--- src/rtl/pcileech_vfifo_pkg.sv ---
// Shared widths and word types for the vFIFO <-> FT601 width converters.
// The word-select helper defines the output order, with word 0 = bits [31:0].
package pcileech_vfifo_pkg;

  localparam int VFIFO_WIDTH     = 256;
  localparam int FT601_WIDTH     = 32;
  localparam int WORDS_PER_VFIFO = VFIFO_WIDTH / FT601_WIDTH;
  localparam int WORD_IDX_W      = $clog2(WORDS_PER_VFIFO);

  typedef logic [VFIFO_WIDTH-1:0] vfifo_word_t;
  typedef logic [FT601_WIDTH-1:0] ft601_word_t;
  typedef logic [WORD_IDX_W-1:0]  word_idx_t;

  function automatic ft601_word_t vfifo_word_select(input vfifo_word_t w, input word_idx_t idx);
    return w[idx*FT601_WIDTH +: FT601_WIDTH];
  endfunction

endpackage

--- src/rtl/pcileech_vfifo_unpack_entry.sv ---
// One 256-bit ping-pong storage entry with its full flag.
// Load and release never coincide because load is only issued to an empty entry.
module pcileech_vfifo_unpack_entry
  import pcileech_vfifo_pkg::*;
(
  input  logic        clk,
  input  logic        rst,
  input  logic        load_i,
  input  vfifo_word_t data_i,
  input  logic        release_i,
  output vfifo_word_t data_o,
  output logic        full_o
);

  vfifo_word_t data_q;
  logic        full_q;

  always_ff @(posedge clk) begin
    if (rst) begin
      data_q <= '0;
      full_q <= 1'b0;
    end else begin
      if (load_i) begin
        data_q <= data_i;
        full_q <= 1'b1;
      end else if (release_i) begin
        full_q <= 1'b0;
      end
    end
  end

  assign data_o = data_q;
  assign full_o = full_q;

endmodule

--- src/rtl/pcileech_vfifo_unpack.sv ---
// Unpacks 256-bit vFIFO words into eight 32-bit FT601 words through a two-entry
// ping-pong store, served on a 1-cycle-latency req/valid/empty pull interface.
module pcileech_vfifo_unpack
  import pcileech_vfifo_pkg::*;
#(
  parameter int PARAM_IN_WIDTH  = 256,
  parameter int PARAM_OUT_WIDTH = 32,
  parameter int PARAM_WORDS     = 8
) (
  input  logic                       clk,
  input  logic                       rst,
  input  logic [PARAM_IN_WIDTH-1:0]  vfifo_out_data,
  input  logic                       vfifo_out_valid,
  output logic                       vfifo_out_ready,
  input  logic                       ft601_tx_rden,
  output logic [PARAM_OUT_WIDTH-1:0] ft601_tx_dout,
  output logic                       ft601_tx_valid,
  output logic                       ft601_tx_empty,
  output logic [31:0]                ft601_tx_words
);

  localparam word_idx_t LAST_IDX = word_idx_t'(PARAM_WORDS - 1);

  logic        wrSel_q, wrSel_d;
  logic        rdSel_q, rdSel_d;
  word_idx_t   idx_q, idx_d;
  logic [31:0] txWords_q, txWords_d;
  logic        txValid_q, txValid_d;
  ft601_word_t txDout_q, txDout_d;

  logic [1:0]  entryFull;
  logic [1:0]  entryLoad;
  logic [1:0]  entryRelease;
  vfifo_word_t entryData [2];

  logic        inAccept;
  logic        rdAccept;
  logic        lastWord;
  vfifo_word_t rdWord;

  for (genvar e = 0; e < 2; e++) begin : g_entry
    pcileech_vfifo_unpack_entry u_entry (
      .clk       (clk),
      .rst       (rst),
      .load_i    (entryLoad[e]),
      .data_i    (vfifo_out_data),
      .release_i (entryRelease[e]),
      .data_o    (entryData[e]),
      .full_o    (entryFull[e])
    );
  end

  // Ready looks only at the write entry's flag before any release this cycle,
  // so a freed entry is offered again one cycle after its last read.
  assign vfifo_out_ready = ~rst & ~entryFull[wrSel_q];
  assign ft601_tx_empty  = rst | ~entryFull[rdSel_q];

  assign inAccept = vfifo_out_valid & vfifo_out_ready;
  assign rdAccept = ft601_tx_rden & ~ft601_tx_empty;
  assign lastWord = (idx_q == LAST_IDX);
  assign rdWord   = entryData[rdSel_q];

  always_comb begin
    entryLoad    = '0;
    entryRelease = '0;
    if (inAccept) begin
      entryLoad[wrSel_q] = 1'b1;
    end
    if (rdAccept && lastWord) begin
      entryRelease[rdSel_q] = 1'b1;
    end
  end

  always_comb begin
    wrSel_d   = wrSel_q;
    rdSel_d   = rdSel_q;
    idx_d     = idx_q;
    txWords_d = txWords_q;
    txValid_d = 1'b0;
    txDout_d  = txDout_q;
    if (inAccept) begin
      wrSel_d = ~wrSel_q;
    end
    if (rdAccept) begin
      txValid_d = 1'b1;
      txDout_d  = vfifo_word_select(rdWord, idx_q);
      txWords_d = txWords_q + 32'd1;
      if (lastWord) begin
        idx_d   = '0;
        rdSel_d = ~rdSel_q;
      end else begin
        idx_d = idx_q + word_idx_t'(1);
      end
    end
  end

  always_ff @(posedge clk) begin
    if (rst) begin
      wrSel_q   <= 1'b0;
      rdSel_q   <= 1'b0;
      idx_q     <= '0;
      txWords_q <= '0;
      txValid_q <= 1'b0;
      txDout_q  <= '0;
    end else begin
      wrSel_q   <= wrSel_d;
      rdSel_q   <= rdSel_d;
      idx_q     <= idx_d;
      txWords_q <= txWords_d;
      txValid_q <= txValid_d;
      txDout_q  <= txDout_d;
    end
  end

  assign ft601_tx_dout  = txDout_q;
  assign ft601_tx_valid = txValid_q;
  assign ft601_tx_words = txWords_q;

endmodule

--- config.mk ---
export PLATFORM = sky130hd
export DESIGN_NAME = pcileech_vfifo_unpack
export DESIGN_NICKNAME = d
export VERILOG_FILES = /design/src/rtl/pcileech_vfifo_pkg.sv /design/src/rtl/pcileech_vfifo_unpack_entry.sv /design/src/rtl/pcileech_vfifo_unpack.sv
export SDC_FILE = /design/constraint.sdc
export NUM_CORES = 1
export LEC_CHECK = 0
export ABC_CLOCK_PERIOD_IN_PS = 1980
export BUFFER_PORTS_ARGS = -buffer_cell sky130_fd_sc_hd__buf_2
export CELL_PAD_IN_SITES_DETAIL_PLACEMENT = 0
export CELL_PAD_IN_SITES_GLOBAL_PLACEMENT = 1
export CORE_UTILIZATION = 39
export CTS_CLUSTER_DIAMETER = 120
export CTS_CLUSTER_SIZE = 12
export DETAILED_ROUTE_END_ITERATION = 7
export GPL_TIMING_DRIVEN = 0
export PLACE_DENSITY_LB_ADDON = 0.1
export SETUP_SLACK_MARGIN = 0.3
export SLEW_MARGIN = 30
export SYNTH_ARGS = -nofsm -noshare
export SYNTH_HDL_FRONTEND = slang
export SYNTH_SLANG_ARGS = --single-unit
--- constraint.sdc ---
create_clock -name clk -period 1.98 [get_ports clk]
set_input_delay 0.396 -clock clk [delete_from_list [all_inputs] [get_ports clk]]
set_output_delay 0.396 -clock clk [all_outputs]
set_load 0.02 [all_outputs]
# Word level (Yosys, flattened, before mapping)
# Index checks and enable logic that the tools add are counted.
# op_classes
addsub,2
n_lt_le_gt_ge,5
n_eq_ne,1
shifts,1
mux,19
bitwise,11
reduce_logical,6
# op_table
op,count
$mux 256,3
$shiftx 256x9->32,1
$add 32x1->32 const B,1
$mux 1,11
$not 1->1,6
$lt 1x2->1 const B,2
$mux 2,2
$reduce_bool 2->1,2
$add 3x1->3 const B,1
$and 1x1->1,3
$eq 3x3->1 const B,1
$logic_and 1x1->1,3
$mux 3,1
$demux 1 s1,2
$ge 1x1->1 const B,2
$ge 2x2->1 const B,1
$not 1->2,1
$reduce_and 2->1,1
$or 1x1->1,1
# word_totals
ff_bits,584
in_bits,260
output_inout_bits,67
wordCells,55

# Depth between registers and ports, before layout
# Gate-level depths: netlist of run 1.
# logic_depth
ltp_word,10
ltp_mapped,7
depth_no_buf,5

# Modules after synthesis
# A second synthesis of run 1 with hierarchy kept.
# hier_totals
hier_cells,2224
area_unflattened_um2,25276.7
# modules_own_cells
module,instances,cells_each,area_each_um2,seq_area_each_um2
pcileech_vfifo_unpack_entry,2,830,9232.6,5144.9
pcileech_vfifo_unpack,1,564,6811.5,1401.3

# Worst setup path before layout of run 1
# OpenSTA, ideal clock, no wires.
# synth_timing
kind,register to register
from,"register txWords_q[12], in the netlist ft601_tx_words[12]"
to,"register txWords_q[28], in the netlist ft601_tx_words[28]"
setup_ns,0.070
t_arrival_ns,2.045
t_required_ns,1.910
slack_ns,-0.135
path_stages_with_launch,6
path_buffers,1
period_less_slack_ns,2.115
path_cell_list,dfxtp_1 nand4_1 or4_1 buf_2 or4_1 a21oi_1
# synth_via
elab_chain_len,1
# synth_lines
element,line_no,source
"start, declared",pcileech_vfifo_unpack.sv:27,"logic [31:0] txWords_q, txWords_d;"
"start signal, assigned",pcileech_vfifo_unpack.sv:109,txWords_q <= txWords_d;
$add 32x1->32,pcileech_vfifo_unpack.sv:87,txWords_d = txWords_q + 32'd1;
# No other way between the ends.
# A chain may end at the register's enable or synchronous reset.

# Final worst setup path of run 1
# layout_timing
from,register rdSel_q
to,"register txWords_q[30], in the netlist ft601_tx_words[30]"
# layout_via
elab_chain_len,6
# layout_lines
element,line_no,source
"start, declared",pcileech_vfifo_unpack.sv:25,"logic rdSel_q, rdSel_d;"
"start signal, assigned",pcileech_vfifo_unpack.sv:107,rdSel_q <= rdSel_d;
$mux 1 (not written as such) (2 in series),pcileech_vfifo_unpack.sv:56,assign ft601_tx_empty = rst | ~entryFull[rdSel_q];
$not 1->1,pcileech_vfifo_unpack.sv:56,
$or 1x1->1,pcileech_vfifo_unpack.sv:56,
$not 1->1,pcileech_vfifo_unpack.sv:59,assign rdAccept = ft601_tx_rden & ~ft601_tx_empty;
$and 1x1->1,pcileech_vfifo_unpack.sv:59,
# No other way between the ends. The select of a mux whose other input is x is not followed.

==> results.md, run 1 <==
* Die Span Y at 252.6 um
* Worst Path Max Fanout at 7
* Ys Warns at 0
* CP peak stage delay at 0.47 ns
* Post-DP HPWL at 73260 um
* Combinational Power Share at around an eighth
* Core region area at ~62000 sq um
* Row Count at 91
* RSZ-0062 raised after global routing: true
* Slew Viols, Final at 0
* Leakage power at about 11 nW
* CP Class: flip-flop to flip-flop
* Hold_ws at 0.02516 ns
* Simple-Gate Fraction of Synth Area at 20.99%
* Gp weighted congestion at approximately 0.96
* Power per cell area at ~770 nW/um^2
* Sw Pwr at ~0.0067 W
* Flop pwr share at roughly half
* # IOs at approximately 330
* Mapped Area at 24500 sq um
* Post-route DRC violation count at 0
* Clk sinks at a little under 600
* Ys async rst share at 0%
* Max IR drop VDD at around 0.67 mV
* Die area at about 64000 sq um
* Post-synth EDFFs at 0
* Pre-CTS setup slack at -0.8468 ns
* Clock share of power at between 30% and 40%
* Fillers at a little under 6000
* Max Root-Sink Buffers at 3
* Total power at 0.02483 W
* Nets at roughly 3700
* Crit. Startpoint: rdSel_q$_SDFFE_PP0N_
* Total GRT Usage at a little under a third
* Crit path cell chain: buf_6 -> mux2i_4 -> buf_6 -> or4_4 -> buf_6 -> or4_4 -> a21oi_2
* Vias in the first global route at about 23000
* Register area share after synthesis at 47.72%
* Placed cells at around 4200
* Outcome: finished with violations
* H-tree Lvls at 2
* Max Clock Skew at 0.03667 ns
* Worst Setup Slack, final at -0.1162 ns
* Largest family of logic cells by synthesized area: simple AND/OR/NAND/NOR gates
* Least-Margin Pin Slew at approximately 0.95 ns
* Max Cap Violations at 0
* Initial Util at between 30% and 40%
* First-pass GRT wire length at ~150000 um
* CP Capture Type: flip-flop
* Clock Latency Late Sink at just over 0.6 ns
* Cells after synthesis at between 2000 and 3000
* Multi-input gate area at about 13000 sq um
* Antenna violations before repair at 6
* Fmax at 477.0 MHz
* Fin. Hold Viols at 0
* Post-Syn Nets at roughly 3300
* Commonest non-fill, non-tap cell in the layout: nand2_1
* ANT nets after route at 0
* Largest net degree at the start of global routing at 14
* Post-Syn Area per Cell at between 8 and 9 sq um
* Crit path DAT at 2.62 ns
* Post-synth top flop: dfxtp_1
* Post-Layout Cell Count at roughly 4300
* WL per Instance at between 20 and 25 um
* CP delay by family, top: simple AND/OR/NAND/NOR gates
* Register cell area after layout at between 10000 and 15000 sq um
* RR Startpoint: rdSel_q$_SDFFE_PP0N_
* Final setup violation count at 22
* Failing checks: setup timing
* Area Growth Syn to Fin at 31.38%
* Switching Share at 26.79%
* Die W at between 200 and 300 um
* Pint at approximately 0.018 W
* Mux contribution to synthesized area at about 11%
* Clock transition at path regs at roughly 0.06 ns
* Adder-cell share of the synthesized area at less than 1%
* Period utilization at 105.9%
* Relative slew slack at between 30% and 40%
* CTS buffer count at 54
* CP required at roughly 2.5 ns
* Drt total wl at just over 100000 um
* FF+latch count, synth at about 580
* IO Port Bufs at 325
* Compound-gate portion of the synthesized area at between 10% and 20%
* Slowest-stage cell, CP: or4_4
* Iteration-0 DRC Markers at ~2100
* Worst Hold Class: primary input to flip-flop
* Total gr overflow at 0
* XOR/XNOR share of the synthesized area at less than 1%
* Drt via density at around 5.6
* Hold path startpoint: vfifo_out_data[201]
* Worst path most repeated cell: buf_6
* Routed via count at approximately 24000
* Crit path time final at between 2 and 2.5 ns
* Post-place instance area at 27360 sq um
* Worst Path Buf+Inv at 3
* Finished Cell Area at 32190 sq um
* TritonCTS clock tree: built
* Drt first pass iters at 5
* Startpoint Class: flip-flop
* Synth unique cells at 41
* Share of cells above drive strength 1 at ~28%
* Root buf cell: clkbuf_16
* Most frequent cells in the layout: nand2_1, dfxtp_1, a21oi_1
## per-layer routing
layer	vias to the layer above	global-route usage, %	wire length [um]
li1	11130	-	-
met1	11790	40.72	41540
met2	928	49.77	47380
met3	191	5.077	7897
met4	4	11.62	4015
met5	-	0	34
## metrics by stage
| stage | utilization [%] | TNS [ns] |
|---|---|---|
| floorplan | - | 0 |
| global placement | 44.14 | -490.07 |
| detailed placement | 44.17 | -334.81 |
| CTS | 50.22 | -0.9690 |
| global route | 51.97 | -1.793 |
| finish | 51.97 | -1.157 |
## cell families after synthesis
family          after synthesis
compound gates              696
xor+xnor                      7
fa+ha+maj                     3
buf+inv                     266
flops                       584
mux                         196
simple gates               1239
## worst reg2reg max path, delay by kind of cell, from the launching register on
family / cells / cell delay (ns)
DFF: 1 / 0.32
AOI/OAI and AO/OA: 1 / 0.12
muxes: 1 / 0.20
and+or+nand+nor: 2 / 0.93
buffers and inverters: 3 / 0.44
## power by group through the flow
stage	Combinational [W]	Sequential [W]	Clock, W
2_1_floorplan	0.00127	0.0126	0
3_3_place_gp	0.00247	0.0126	0
3_5_place_dp	0.00249	0.0126	0
4_1_cts	0.00284	0.0124	0.00955
5_1_grt	0.00317	0.0125	0.00998
6_report	0.00299	0.0124	0.00942
## sequential cells by signal, indices dropped and copies added, names as in the netlist
name / count
rdSel_q: 1
wrSel_q: 1
g_entry.u_entry.full_o: 2
idx_q: 3
ft601_tx_valid: 1
ft601_tx_dout: 32
g_entry.u_entry.data_o: 512
ft601_tx_words: 32
## cells in the mapped netlist (all sizes together), types with 7 or more instances
cell type,instances,area share [%]
dfxtp,584,48
inv,8,0.12
o21ai,7,0.14
nor2,12,0.18
a21oi,574,12
clkbuf,228,3.5
nand4,13,0.33
o21bai,32,0.98
a22oi,64,2.0
nor4,99,2.5
o31ai,14,0.43
buf,30,0.56
nand3,13,0.27
or4,15,0.46
mux2i,130,5.3
or3,9,0.23
mux4,64,5.9
nand2,1045,16
## final cells by class
| type | count | share of cell area (%) |
|---|---|---|
| Multi-Input combinational cell | 2141 | 41.74 |
| Buffer | 258 | 6.663 |
| Inverter | 8 | 0.09329 |
| Timing Repair Buffer | 381 | 7.319 |
| Sequential cell | 584 | 36.52 |
| Antenna cell | 4 | 0.03110 |
| Clock buffer | 57 | 4.233 |
| Clock inverter | 2 | 0.1438 |
| Tap cell | 837 | 3.254 |
## final timing paths
| check | slack, ns | depth (start not counted) | to |
|---|---|---|---|
| setup reg to reg | -0.12 | 7 | ft601_tx_words[30]$_SDFFE_PP0N_ |
| hold reg to reg | 0.45 | 2 | g_entry[0].u_entry.data_o[94]$_SDFFE_PP0P_ |
| setup / recovery | -0.12 | 7 | ft601_tx_words[30]$_SDFFE_PP0N_ |
| hold / removal | 0.03 | 3 | g_entry[1].u_entry.data_o[201]$_SDFFE_PP0P_ |
## timing repair
item                                    CTS  global route
hold buffers                              2             0
hold endpoints to repair                  2             0
gates cloned                              6             3
endpoints found under the setup margin  592           543
buffers inserted                         29            16
resized for setup                       515           294
pin swaps                                48            78
Note: power is estimated with default switching activity, not from simulation.
==> run 2, diff against run 1 <==
==> constraint.sdc (replaced) <==
create_clock -name clk -period 1.98 [get_ports clk]
set_input_delay 0.594 -clock clk [delete_from_list [all_inputs] [get_ports clk]]
set_output_delay 0.594 -clock clk [all_outputs]
set_load 0.02 [all_outputs]
==> results.md, run 2 (same netlist as run 1, synthesis figures left out) <==
* Outcome: finished with violations (unchanged)
* Failing checks: DRC, setup timing (was setup timing)
* Iteration-0 DRC Markers at 2101 (was 2090)
* Die W at 252.6 um (unchanged)
* Clock Latency Late Sink at 0.64 ns (was 0.62 ns)
* Worst Path Buf+Inv at 2 (was 3)
* Post-route DRC violation count at 2 (was 0)
* Nets at 3692 (was 3691)
* Combinational Power Share at 12.1% (about the same)
* Routed via count at 24010 (was 24040)
* Crit path time final at 2.207 ns (was 2.096 ns)
* Largest net degree at the start of global routing at 15 (was 14)
* CP required at 1.39 ns (was 2.50 ns)
* Crit path cell chain: buf_6 -> mux2_4 -> nand2b_4 -> buf_6 (was buf_6 -> mux2i_4 -> buf_6 -> or4_4 -> buf_6 -> or4_4 -> a21oi_2)
* Worst Hold Class: primary input to flip-flop (unchanged)
* Post-DP HPWL at 73470 um (was 73260 um)
* Antenna violations before repair at 2 (was 6)
* CP Class: flip-flop to output pin (was flip-flop to flip-flop)
* Worst Path Max Fanout at 4 (was 7)
* Worst path most repeated cell: buf_6 (unchanged)
* Commonest non-fill, non-tap cell in the layout: nand2_1 (unchanged)
* RSZ-0062 raised after global routing: true (unchanged)
* Sw Pwr at 0.006705 W (was 0.006654 W)
* Fillers at 5916 (was 5954)
* Switching Share at 26.83% (was 26.79%)
* Critical Path Sink: ft601_tx_empty (was ft601_tx_words[30]$_SDFFE_PP0N_)
* TritonCTS clock tree: built (unchanged)
* WL per Instance at 23.56 um (was 23.61 um)
* RR Startpoint: rdSel_q$_SDFFE_PP0N_ (unchanged)
* CP Depth at 4 (was 7)
* Largest register FFs at 512 (unchanged)
* Fmax at 453.2 MHz (was 477.0 MHz)
* Period utilization at 111.4% (was 105.9%)
* CP delay by family, top: flip-flops (was simple AND/OR/NAND/NOR gates)
* Slowest-stage cell, CP: dfxtp_2 (was or4_4)
* Hold_ws at 0.1983 ns (was 0.02516 ns)
* Drt via density at 5.621 (was 5.627)
* Total gr overflow at 0 (unchanged)
* Initial Util at 39.56% (unchanged)
* CP peak stage delay at 0.33 ns (was 0.47 ns)
* Most frequent cells in the layout: nand2_1, dfxtp_1, a21oi_1 (unchanged)
* Die Span Y at 252.6 um (unchanged)
* Drt first pass iters at 8 (was 5)
* FF-to-FF path depth at 10 (was 7)
* Leakage power at 11.21 nW (was 11.14 nW)
* Startpoint Class: flip-flop (unchanged)
* Max IR drop VDD at 0.6688 mV (was 0.6729 mV)
* Gp weighted congestion at 0.9644 (was 0.9607)
* Slew Viols, Final at 0 (unchanged)
* Relative slew slack at 39.98% (was 36.54%)
* Area Growth Syn to Fin at 32.14% (was 31.38%)
* Pint at 0.01829 W (was 0.01818 W)
* FF-to-FF setup slack at -0.17 ns (was -0.12 ns)
* Final Util at 52.27% (was 51.97%)
* CTS buffer count at 54 (unchanged)
* Least-Margin Pin Slew at 0.9003 ns (was 0.9520 ns)
* CP Capture Type: output pin (was flip-flop)
* Crit path DAT at 1.61 ns (was 2.62 ns)
* Die area at 63830 sq um (unchanged)
* Clock share of power at 38.3% (was 37.9%)
* Vias in the first global route at 22690 (was 22770)
* Drt total wl at 100600 um (was 100900 um)
* First-pass GRT wire length at 144700 um (was 145200 um)
* Max Root-Sink Buffers at 3 (unchanged)
* Total GRT Usage at 30.56% (was 30.65%)
* Flop pwr share at 49.6% (was 50.0%)
* Crit. Startpoint: rdSel_q$_SDFFE_PP0N_ (unchanged)
* Fin. Hold Viols at 0 (unchanged)
* H-tree Lvls at 2 (unchanged)
* Row Count at 91 (unchanged)
* Max Clock Skew at 0.02995 ns (was 0.03667 ns)
* Core region area at 61940 sq um (unchanged)
* Root buf cell: clkbuf_16 (unchanged)
* IO Port Bufs at 325 (unchanged)
* ANT nets after route at 0 (unchanged)
* # IOs at 327 (unchanged)
* Max Cap Violations at 0 (unchanged)
* RR Endpoint: ft601_tx_dout[5]$_SDFFE_PP0N_ (was ft601_tx_words[30]$_SDFFE_PP0N_)
* Share of cells above drive strength 1 at 28.56% (was 27.95%)
* Clk sinks at 584 (unchanged)
* Power per cell area at 772.0 nW/um^2 (was 771.5 nW/um^2)
* Clock transition at path regs at 0.07 ns (was 0.06 ns)
* Worst Setup Slack, final at -0.2266 ns (was -0.1162 ns)
* Final setup violation count at 30 (was 22)
==> run 2: timing repair <==
item,in CTS,in global routing
endpoints found under the setup margin,651,645
setup buffers,24,25
gates cloned,5,3
hold buffers,0,0
pin swaps,85,96
gates resized for setup,380,544
==> run 2: worst min-delay path by stage <==
stage                                                     start                                     endpoint  slack [ns]  cells past startpoint
floorplan           g_entry[0].u_entry.data_o[224]$_SDFFE_PP0P_  g_entry[0].u_entry.data_o[224]$_SDFFE_PP0P_        0.43                      2
global placement    g_entry[0].u_entry.data_o[229]$_SDFFE_PP0P_  g_entry[0].u_entry.data_o[229]$_SDFFE_PP0P_        0.44                      2
detailed placement   g_entry[1].u_entry.data_o[68]$_SDFFE_PP0P_   g_entry[1].u_entry.data_o[68]$_SDFFE_PP0P_        0.45                      2
CTS                                         vfifo_out_data[154]  g_entry[1].u_entry.data_o[154]$_SDFFE_PP0P_        0.18                      3
global route                                vfifo_out_data[212]  g_entry[0].u_entry.data_o[212]$_SDFFE_PP0P_        0.19                      3
finish                                      vfifo_out_data[212]  g_entry[0].u_entry.data_o[212]$_SDFFE_PP0P_        0.20                      3
==> run 2: power groups by stage <==
stage               registers (W)  logic [W]  clock network, W
floorplan                  0.0126    0.00130                 0
global placement           0.0126    0.00249                 0
detailed placement         0.0127    0.00252                 0
CTS                        0.0124    0.00280           0.00969
global route               0.0124    0.00320            0.0102
finish                     0.0124    0.00302           0.00957
==> run 2: routing by layer <==
layer | part of all wire, % | vias to the layer above | track usage [%]
met5 | 0 | - | 0
met4 | 4.0 | 0 | 11.15
met3 | 7.8 | 170 | 6.426
met2 | 47 | 955 | 49.84
met1 | 41 | 11760 | 39.73
li1 | - | 11120 | -
==> run 2: metrics by stage <==
stage | setup TNS [ns] | worst slack [ns] | power (W) | cell area [sq um] | std cells
finish | -2.118 | -0.2266 | 0.02499 | 32370 | 4271
floorplan | -0.03016 | -0.02077 | 0.01392 | 24790 | 2991
global route | -2.925 | -0.2566 | 0.02580 | 32370 | 4270
CTS | -7.263 | -0.2426 | 0.02489 | 30820 | 4240
detailed placement | -364.91 | -1.064 | 0.01518 | 27470 | 4153
global placement | -430.80 | -1.274 | 0.01513 | 27470 | 4153
==> run 2: final cells by class <==
cell class	instances	area (sq um)	area share, %
diodes	3	7.507	0.02319
plain buffers	258	2280	7.042
clock buffers	55	1376	4.251
clock inverters	3	58.81	0.1816
inverters	8	30.03	0.09275
multi-input cells	2141	13340	41.21
flip-flops and latches	584	11790	36.42
well taps	837	1047	3.235
repair buffers	382	2444	7.548
==> run 2: worst reg2reg max path, stage by stage, from the launching register on <==
cell,delay [ns]
dfxtp_2,0.32
buf_6,0.12
buf_4,0.13
buf_12,0.13
clkbuf_16,0.18
buf_16,0.18
buf_12,0.15
mux2i_1,0.16
a22oi_2,0.30
a21oi_2,0.14
nor4_2,0.26
==> run 3, diff against run 2 <==
--- a/config.mk
+++ b/config.mk
@@ -7,7 +7,7 @@
 export LEC_CHECK = 0
 export ABC_CLOCK_PERIOD_IN_PS = 1980
 export BUFFER_PORTS_ARGS = -buffer_cell sky130_fd_sc_hd__buf_2
-export CELL_PAD_IN_SITES_DETAIL_PLACEMENT = 0
+export CELL_PAD_IN_SITES_DETAIL_PLACEMENT = 1
 export CELL_PAD_IN_SITES_GLOBAL_PLACEMENT = 1
 export CORE_UTILIZATION = 39
 export CTS_CLUSTER_DIAMETER = 120
==> results.md, run 3 (same netlist as run 1, synthesis figures left out) <==
* Commonest non-fill, non-tap cell in the layout: nand2_1 (unchanged)
* Worst Hold Class: primary input to flip-flop (unchanged)
* Fmax at 443.8 MHz (was 453.2 MHz)
* IO Port Bufs at 325 (unchanged)
* Slowest-stage cell, CP: o41ai_1 (was dfxtp_2)
* H-tree Lvls at 2 (unchanged)
* Leakage power at 11.52 nW (was 11.21 nW)
* Worst path most repeated cell: buf_6 (unchanged)
* Root buf cell: clkbuf_16 (unchanged)
* Initial Util at 39.56% (unchanged)
* Least-Margin Pin Slew at 0.7665 ns (was 0.9003 ns)
* RSZ-0062 raised after global routing: true (unchanged)
* Area Growth Syn to Fin at 35.11% (was 32.14%)
* Worst Path Max Fanout at 6 (was 4)
* Combinational Power Share at 12.5% (was 12.1%)
* Relative slew slack at 48.90% (was 39.98%)
* Gp weighted congestion at 0.9644 (unchanged)
* Clock transition at path regs at 0.07 ns (about the same)
* Clock share of power at 38.1% (was 38.3%)
* CP Capture Type: flip-flop (was output pin)
* First-pass GRT wire length at 159900 um (was 144700 um)
* Final Util at 53.45% (was 52.27%)
* Startpoint Class: flip-flop (unchanged)
* Placed cells at 4153 (unchanged)
* CP required at 2.45 ns (was 1.39 ns)
* Drt via density at 5.807 (was 5.621)
* Period utilization at 113.8% (was 111.4%)
* Max Root-Sink Buffers at 3 (unchanged)
* Vias in the first global route at 25560 (was 22690)
* Worst Setup Slack, final at -0.2732 ns (was -0.2266 ns)
* Drt total wl at 112600 um (was 100600 um)
* Post-Layout Cell Count at 4311 (was 4271)
* Fillers at 7247 (was 5916)
* Max Clock Skew at 0.02433 ns (was 0.02995 ns)
* CP peak stage delay at 0.46 ns (was 0.33 ns)
* Routed via count at 25030 (was 24010)
* Fin. Hold Viols at 0 (unchanged)
* Clk sinks at 584 (unchanged)
* Post-DP HPWL at 78320 um (was 73470 um)
* Nets at 3732 (was 3692)
* Failing checks: setup timing (was DRC, setup timing)
* Max IR drop VDD at 0.6903 mV (was 0.6688 mV)
* Iteration-0 DRC Markers at 1891 (was 2101)
* Crit path DAT at 2.72 ns (was 1.61 ns)
* CP Class: flip-flop to flip-flop (was flip-flop to output pin)
* Largest net degree at the start of global routing at 14 (was 15)
* Clock Latency Late Sink at 0.64 ns (about the same)
* Total gr overflow at 0 (unchanged)
* ANT nets after route at 0 (unchanged)
* Sw Pwr at 0.006838 W (was 0.006705 W)
* Post-route DRC violation count at 0 (was 2)
* Outcome: finished with violations (unchanged)
* Crit path time final at 2.253 ns (was 2.207 ns)
* Die Span Y at 252.6 um (unchanged)
* Share of cells above drive strength 1 at 30.95% (was 28.56%)
* Row Count at 91 (unchanged)
* Die area at 63830 sq um (unchanged)
* Crit path cell chain: buf_8 -> mux2_4 -> buf_6 -> buf_6 -> buf_6 -> buf_6 -> buf_6 -> nand3_4 -> buf_8 -> buf_4 -> o41ai_1 -> a21oi_1 (was buf_6 -> mux2_4 -> nand2b_4 -> buf_6)
* # IOs at 327 (unchanged)
* Setup tns final at -6.865 ns (was -2.118 ns)
* Switching Share at 27.23% (was 26.83%)
* Die W at 252.6 um (unchanged)
* Pre-CTS setup slack at -1.105 ns (was -1.064 ns)
* Most frequent cells in the layout: nand2_1, a21oi_1, dfxtp_1 (was nand2_1, dfxtp_1, a21oi_1)
* Finished Cell Area at 33100 sq um (was 32370 sq um)
* Core region area at 61940 sq um (unchanged)
* Slew Viols, Final at 0 (unchanged)
* Drt first pass iters at 5 (was 8)
* Total GRT Usage at 33.54% (was 30.56%)
* Pint at 0.01827 W (was 0.01829 W)
* Max Cap Violations at 0 (unchanged)
* Final setup violation count at 61 (was 30)
* Antenna violations before repair at 3 (was 2)
* CTS buffer count at 54 (unchanged)
* WL per Instance at 26.12 um (was 23.56 um)
* Largest register FFs at 512 (unchanged)
* TritonCTS clock tree: built (unchanged)
* Post-place instance area at 27470 sq um (unchanged)
* Flop pwr share at 49.4% (was 49.6%)
* Power per cell area at 758.5 nW/um^2 (was 772.0 nW/um^2)
-- run 3: changes by cell type in the layout (fill, tap and decap cells not counted), sizes merged --
cell | before | now
clkbuf | 229 | 252
buf | 466 | 483
diode | 3 | 4
inv | 10 | 9
-- run 3: metal layers --
| layer | up-vias | share of wire, % | GRT usage [%] |
|---|---|---|---|
| li1 | 11190 | - | - |
| met1 | 12590 | 40 | 42.07 |
| met2 | 951 | 48 | 55.08 |
| met3 | 299 | 6.9 | 5.530 |
| met4 | 2 | 5.7 | 18.03 |
| met5 | - | 0.012 | 0 |
-- run 3: per-stage QoR --
step	total power [W]	hold slack, ns
3_3_place_gp	0.01513	0.4376
6_report	0.02511	0.2075
2_1_floorplan	0.01392	0.4331
3_5_place_dp	0.01522	0.4472
5_1_grt	0.02581	0.2203
4_1_cts	0.02499	0.1920
-- run 3: repair_timing --
item	4_1_cts	5_1_grt
setup buffers	63	25
hold buffers	0	0
cloned	7	3
pin swaps	124	57
endpoints found under the setup margin	651	605
gates resized for setup	677	318
-- run 3: power groups by stage --
stage | combinational, W | clock [W] | sequential (W)
final | 0.00315 | 0.00956 | 0.0124
after floorplan | 0.00130 | 0 | 0.0126
after detailed placement | 0.00256 | 0 | 0.0127
after global placement | 0.00249 | 0 | 0.0126
after CTS | 0.00295 | 0.00965 | 0.0124
after global routing | 0.00331 | 0.0101 | 0.0124
-- run 3: final timing paths --
check	from	end	slack (ns)	cells past startpoint
worst max-delay path	rdSel_q$_SDFFE_PP0N_	ft601_tx_words[21]$_SDFFE_PP0N_	-0.27	12
worst max register to register	rdSel_q$_SDFFE_PP0N_	ft601_tx_words[21]$_SDFFE_PP0N_	-0.27	12
worst min-delay path	vfifo_out_data[200]	g_entry[1].u_entry.data_o[200]$_SDFFE_PP0P_	0.21	3
worst min register to register	g_entry[1].u_entry.data_o[80]$_SDFFE_PP0P_	g_entry[1].u_entry.data_o[80]$_SDFFE_PP0P_	0.45	2
-- run 3: cell type report --
type                            instances  area, sq um  area share (%)
Clock buffer                           55         1376           4.158
Inverter                                8        30.03         0.09071
Timing Repair Buffer                  423         3070           9.275
Tap cell                              837         1047           3.163
Antenna cell                            4        10.01         0.03024
Multi-Input combinational cell       2141        13390           40.46
Clock inverter                          2        38.79          0.1172
Buffer                                257         2235           6.750
Sequential cell                       584        11900           35.96
-- run 3: worst max-delay path, delay by kind of cell, from the launching register on --
family	cells	cell delay (ns)
AOI/OAI and AO/OA	2	0.60
buffers and inverters	8	0.86
muxes	1	0.24
and+or+nand+nor	1	0.07
DFF	1	0.32
